--- src/rtl/reservation_station.sv ---
// Tomasulo reservation station: tagged entry allocation, CDB operand snooping,
// and in-order-by-index dispatch to one functional unit over valid/ready.
module reservation_station #(
  parameter int unsigned ENTRIES  = 3,
  parameter int unsigned DATA_W   = 32,
  parameter int unsigned TAG_W    = 4,
  parameter int unsigned TAG_BASE = 1
) (
  input  logic              clk,
  input  logic              nRST,
  input  logic              issueEN,
  input  logic [1:0]        ALUop,
  input  logic [DATA_W-1:0] Vj,
  input  logic [DATA_W-1:0] Vk,
  input  logic [TAG_W-1:0]  Qj,
  input  logic [TAG_W-1:0]  Qk,
  output logic [TAG_W-1:0]  issueTag,
  output logic              isFull,
  input  logic              CDBValid,
  input  logic [TAG_W-1:0]  CDBTag,
  input  logic [DATA_W-1:0] CDBData,
  output logic              dispValid,
  input  logic              aluReady,
  output logic [1:0]        dispOp,
  output logic [DATA_W-1:0] dispA,
  output logic [DATA_W-1:0] dispB,
  output logic [TAG_W-1:0]  dispTag
);

  localparam int unsigned IDX_W = (ENTRIES > 1) ? $clog2(ENTRIES) : 1;

  typedef enum logic {LK_FREE, LK_HELD} lock_t;

  logic [ENTRIES-1:0] busy_q, busy_d;
  logic [1:0]         op_q [ENTRIES];
  logic [1:0]         op_d [ENTRIES];
  logic [DATA_W-1:0]  vj_q [ENTRIES];
  logic [DATA_W-1:0]  vj_d [ENTRIES];
  logic [DATA_W-1:0]  vk_q [ENTRIES];
  logic [DATA_W-1:0]  vk_d [ENTRIES];
  logic [TAG_W-1:0]   qj_q [ENTRIES];
  logic [TAG_W-1:0]   qj_d [ENTRIES];
  logic [TAG_W-1:0]   qk_q [ENTRIES];
  logic [TAG_W-1:0]   qk_d [ENTRIES];
  lock_t              lock_q, lock_d;
  logic [IDX_W-1:0]   lock_idx_q, lock_idx_d;

  logic [IDX_W-1:0]   free_idx, rdy_idx, sel_idx;
  logic               free_found, rdy_found;
  logic [ENTRIES-1:0] ready;
  logic               accept, issue_ok, cdb_live;

  function automatic logic [TAG_W-1:0] tag_of(input logic [IDX_W-1:0] idx);
    return TAG_W'(TAG_BASE) + TAG_W'(idx);
  endfunction

  // Allocation and ready priority encoders, both lowest-index first.
  always_comb begin
    free_idx   = '0;
    free_found = 1'b0;
    rdy_idx    = '0;
    rdy_found  = 1'b0;
    for (int unsigned i = 0; i < ENTRIES; i++) begin
      ready[i] = busy_q[i] && (qj_q[i] == '0) && (qk_q[i] == '0);
      if (!busy_q[i] && !free_found) begin
        free_idx   = IDX_W'(i);
        free_found = 1'b1;
      end
      if (ready[i] && !rdy_found) begin
        rdy_idx   = IDX_W'(i);
        rdy_found = 1'b1;
      end
    end
  end

  always_comb begin
    isFull    = ~free_found;
    issueTag  = tag_of(free_idx);
    sel_idx   = (lock_q == LK_HELD) ? lock_idx_q : rdy_idx;
    dispValid = (lock_q == LK_HELD) || rdy_found;
    dispOp    = '0;
    dispA     = '0;
    dispB     = '0;
    dispTag   = '0;
    if (dispValid) begin
      dispOp  = op_q[sel_idx];
      dispA   = vj_q[sel_idx];
      dispB   = vk_q[sel_idx];
      dispTag = tag_of(sel_idx);
    end
  end

  assign accept   = dispValid && aluReady;
  assign issue_ok = issueEN && !isFull;
  assign cdb_live = CDBValid && (CDBTag != '0);

  // Issue only ever targets a non-busy slot while dispatch and wakeup touch
  // busy ones, so the three updates never collide on the same entry.
  always_comb begin
    busy_d     = busy_q;
    op_d       = op_q;
    vj_d       = vj_q;
    vk_d       = vk_q;
    qj_d       = qj_q;
    qk_d       = qk_q;
    lock_d     = lock_q;
    lock_idx_d = lock_idx_q;

    for (int unsigned i = 0; i < ENTRIES; i++) begin
      if (busy_q[i] && cdb_live && (qj_q[i] == CDBTag)) begin
        vj_d[i] = CDBData;
        qj_d[i] = '0;
      end
      if (busy_q[i] && cdb_live && (qk_q[i] == CDBTag)) begin
        vk_d[i] = CDBData;
        qk_d[i] = '0;
      end
    end

    if (accept) begin
      busy_d[sel_idx] = 1'b0;
      lock_d          = LK_FREE;
    end else if (dispValid) begin
      lock_d     = LK_HELD;
      lock_idx_d = sel_idx;
    end

    if (issue_ok) begin
      busy_d[free_idx] = 1'b1;
      op_d[free_idx]   = ALUop;
      if (cdb_live && (Qj == CDBTag)) begin
        vj_d[free_idx] = CDBData;
        qj_d[free_idx] = '0;
      end else begin
        vj_d[free_idx] = Vj;
        qj_d[free_idx] = Qj;
      end
      if (cdb_live && (Qk == CDBTag)) begin
        vk_d[free_idx] = CDBData;
        qk_d[free_idx] = '0;
      end else begin
        vk_d[free_idx] = Vk;
        qk_d[free_idx] = Qk;
      end
    end
  end

  always_ff @(posedge clk or negedge nRST) begin
    if (!nRST) begin
      busy_q     <= '0;
      lock_q     <= LK_FREE;
      lock_idx_q <= '0;
      for (int unsigned i = 0; i < ENTRIES; i++) begin
        op_q[i] <= '0;
        vj_q[i] <= '0;
        vk_q[i] <= '0;
        qj_q[i] <= '0;
        qk_q[i] <= '0;
      end
    end else begin
      busy_q     <= busy_d;
      lock_q     <= lock_d;
      lock_idx_q <= lock_idx_d;
      op_q       <= op_d;
      vj_q       <= vj_d;
      vk_q       <= vk_d;
      qj_q       <= qj_d;
      qk_q       <= qk_d;
    end
  end

endmodule

--- config.mk ---
export PLATFORM = sky130hd
export DESIGN_NAME = reservation_station
export DESIGN_NICKNAME = d
export VERILOG_FILES = /design/src/rtl/reservation_station.sv
export SDC_FILE = /design/constraint.sdc
export NUM_CORES = 1
export LEC_CHECK = 0
export BUFFER_PORTS_ARGS = -buffer_cell sky130_fd_sc_hd__buf_2
export CAP_MARGIN = 20
export CORE_ASPECT_RATIO = 1.25
export CORE_UTILIZATION = 40
export DETAILED_ROUTE_END_ITERATION = 16
export SYNTH_ARGS = -nofsm -noshare
export SYNTH_HDL_FRONTEND = slang
export SYNTH_SLANG_ARGS = --single-unit
export TNS_END_PERCENT = 30
--- constraint.sdc ---
create_clock -name clk -period 3.15 [get_ports clk]
set_input_delay 0.63 -clock clk [delete_from_list [all_inputs] [get_ports clk]]
set_output_delay 0.63 -clock clk [all_outputs]
set_load 0.03 [all_outputs]
==> key figures <==
Route
  • 1st-pass router iterations: 7
  • Drt wl/cell: 23.72 um
  • Drt initial violations: 1107
  • Vias/cell: 6.306
  • DRC errors left: 0
  • ANT nets after route: 0
  • Drt total wl: 38800 um
  • Vias: 10320

GRT
  • Tot GR Track Use: 0.2851
  • Largest net degree at the start of global routing: 92
  • Antenna violations before repair: 4
  • Vias in the first global route: 10330
  • Global route overflow: 0
  • First-pass GRT wire length: 60220 um

STA
  • Final setup violation count: 69
  • Fin crit share: 1.131
  • Hold Vio Cnt, Final: 0
  • Max Freq: 280.6 MHz
  • RSZ-0062 raised after global routing: yes
  • Relative slew slack: 0.1993
  • Fin worst setup slack: -413.7 ps
  • Crit path time final: 3564 ps
  • Max Clock Skew: 16.44 ps
  • Worst slew pin tran: 1196 ps
  • Pins over their slew limit: 0

Final layout
  • Fin nets: 1394
  • Area delta synth->final: 34.86%
  • Share of layout cells above drive strength 1: 0.2701
  • Fin util: 0.5485

Die
  • Full die area: 27020 sq um
  • Core area: 25930 sq um
  • Ports: 191
  • Die Width: 147.2 um
  • Die Y: 183.5 um
  • Initial core utilization: 0.4067
  • # rows: 66

Placement
  • Routability cong.: 0.8515
  • PortBufs: 187
  • DP Wirelength: 24380 um

Clock network
  • Clock transition at path regs: 60 ps
  • Clk_lat worst skew: 530 ps
  • H-tree depth: 1
  • Root buffer cell: clkbuf_16
  • CTS tree: done
  • Hold buffers post-CTS: 0
  • Clock tree buffer depth: 3
  • Total CTS buffers: 24
  • Sinks on Clock Net: 228

Power
  • Reg power frac: 0.278
  • Power density cells: 1351 nW/um^2
  • Leak: 6.294 nW
  • Clock share of power: 0.160
  • NetSw: 8.219 mW
  • Worst VDD drop: 1.000 mV
  • Cell Int Power: 10.99 mW
  • Overall power: 19.21 mW
  • Comb pwr share: 0.563
  • Switching Share: 0.4278

Yosys
  • Post-synth cell types: 45
  • Synth warn: 0
  • Seq cells post-synth: 228
  • Post-synthesis sequential area ratio: 0.5410
  • Syn Inst Count: 1069
  • Mapped Area: 10550 sq um
  • Top post-synthesis cells by area: dfrtp_1, o22ai_1, a21oi_1
  • Avg Inst Size Synth: 9.866 sq um
  • Largest area contributor in the netlist: dfrtp_1
  • Synth top area share: 0.5410

Critical path
  • CP arrival: 2930 ps
  • Crit Path Class: flip-flop to output port
  • Startpoint type of the worst setup path: flip-flop
  • Data required, critical path: 2520 ps
  • Crit path max fanout: 6
  • Setup crit end kind: output port

Worst hold path
  • Hold crit path type: primary input to async pin

Outcome
  • Failing checks: negative setup slack
  • Outcome: finished with violations

Job
  • Max-cap violations: 0
==> power groups by stage <==
stage	Combinational [mW]	Clock, mW	Sequential, mW
global route	11.5	3.21	5.46
floorplan	5.89	0	5.02
finish	10.8	3.07	5.33
detailed placement	8.85	0	5.30
CTS	10.4	3.10	5.26
global placement	8.72	0	5.29
==> per-layer routing <==
| metal | routed length [um] | vias up | GRT usage |
|---|---|---|---|
| met5 | 0 | - | 0 |
| met4 | 1258 | 0 | 0.1212 |
| met3 | 2833 | 85 | 0.03921 |
| met2 | 19180 | 566 | 0.4730 |
| met1 | 15530 | 5168 | 0.3736 |
| li1 | - | 4497 | - |
==> sequential cells by signal (all words and copies together) (netlist names) <==
| name | flops |
|---|---|
| qj_q | 12 |
| busy_q | 3 |
| qk_q | 12 |
| vk_q | 96 |
| vj_q | 96 |
| lock_q | 1 |
| op_q | 6 |
| lock_idx_q | 2 |
==> placed cells by master, fill, tap and decap left out, types with 4 or more instances in the layout <==
| cell | count |
|---|---|
| dfrtp_1 | 228 |
| o22ai_1 | 216 |
| a21oi_1 | 192 |
| buf_2 | 117 |
| inv_1 | 98 |
| buf_6 | 74 |
| a222oi_1 | 65 |
| nand2_1 | 56 |
| buf_4 | 47 |
| xnor2_1 | 32 |
| clkbuf_16 | 28 |
| buf_12 | 22 |
| o21ai_4 | 14 |
| nand4_1 | 10 |
| nor2_1 | 9 |
| o22ai_4 | 7 |
| clkbuf_8 | 6 |
| nand3_1 | 5 |
| diode_2 | 4 |
| bufinv_16 | 4 |
==> through the flow <==
step	setup TNS [ps]	std cells	hold slack, ps	cell area (sq um)	setup slack, ps
4_1_cts	-21350	1625	163.6	13980	-384.2
5_1_grt	-27810	1635	181.6	14220	-500.7
6_report	-22960	1636	127.3	14220	-413.7
3_3_place_gp	-1.857	1568	462.9	12460	-1.857
2_1_floorplan	0	1071	334.4	10550	40.49
3_5_place_dp	0	1569	465.5	12490	11.28
==> final cells by class <==
cell class | count | area [sq um]
tap | 340 | 425.4
fill | 2335 | 11710
clock inverter | 9 | 158.9
timing repair buffer | 270 | 2457
antenna | 4 | 10.01
sequential | 228 | 5705
clock buffer | 33 | 694.4
multi-input combinational | 652 | 4395
inverter | 100 | 375.4
==> worst paths after layout <==
| path | from | end | slack [ps] | depth (start not counted) |
|---|---|---|---|---|
| worst max register to register | qk_q[4]$_DFF_PN0_ | busy_q[1]$_DFF_PN0_ | 610 | 9 |
| worst min-delay path | nRST | vk_q[45]$_DFF_PN0_ | 130 | 1 |
| min in group clk | ALUop[0] | op_q[2]$_DFFE_PN0P_ | 350 | 3 |
| worst min register to register | op_q[0]$_DFFE_PN0P_ | op_q[0]$_DFFE_PN0P_ | 480 | 2 |
| max in group asynchronous | nRST | vk_q[32]$_DFF_PN0_ | 2120 | 2 |
| worst max-delay path | qk_q[4]$_DFF_PN0_ | dispA[0] | -410 | 9 |
==> kinds of logic after synthesis <==
| kind of cell | count (synthesis) | synth area share |
|---|---|---|
| AOI/OAI and AO/OA | 506 | 0.3025 |
| DFF | 228 | 0.5410 |
| buffers and inverters | 192 | 0.07557 |
| and+or+nand+nor | 105 | 0.04829 |
| xor gates and xnor gates | 32 | 0.02658 |
| adders and majority gates | 3 | 0.003560 |
| muxes | 2 | 0.002135 |
| other | 1 | 0.0003556 |
==> critical path, cell delays in order, from the launching register on <==
cell and delay [ps]:
dfrtp_1 380, or4b_4 570, or4_4 460, o22ai_4 250, buf_6 140, buf_12 110
buf_8 120, a222oi_1 80, inv_1 150, buf_6 150
==> timing repair <==
action	CTS	global route
setup buffers	10	5
pin swaps	12	25
resized for setup	137	32
endpoints found under the setup margin	69	70
gates cloned	5	4
==> synth_stat cells, drive strengths merged <==
library cell	count
nor4	3
clkbuf	64
or4	1
and2	3
nand2	56
nand3	5
nand4	11
ha	3
conb	1
nand2b	2
and2b	1
a21o	3
o21ai	14
mux2	2
o31ai	1
o32ai	1
or2	3
buf	28
nor3	2
nor2b	1
nor3b	2
o41a	1
or3	2
nor2	9
a222oi	65
inv	100
a21boi	2
nand4b	2
and3	1
a41o	1
or4b	1
dfrtp	228
o22ai	223
xnor2	32
o211ai	1
o41ai	1
a31o	1
a21oi	192
(Power assumes the default switching activity.)
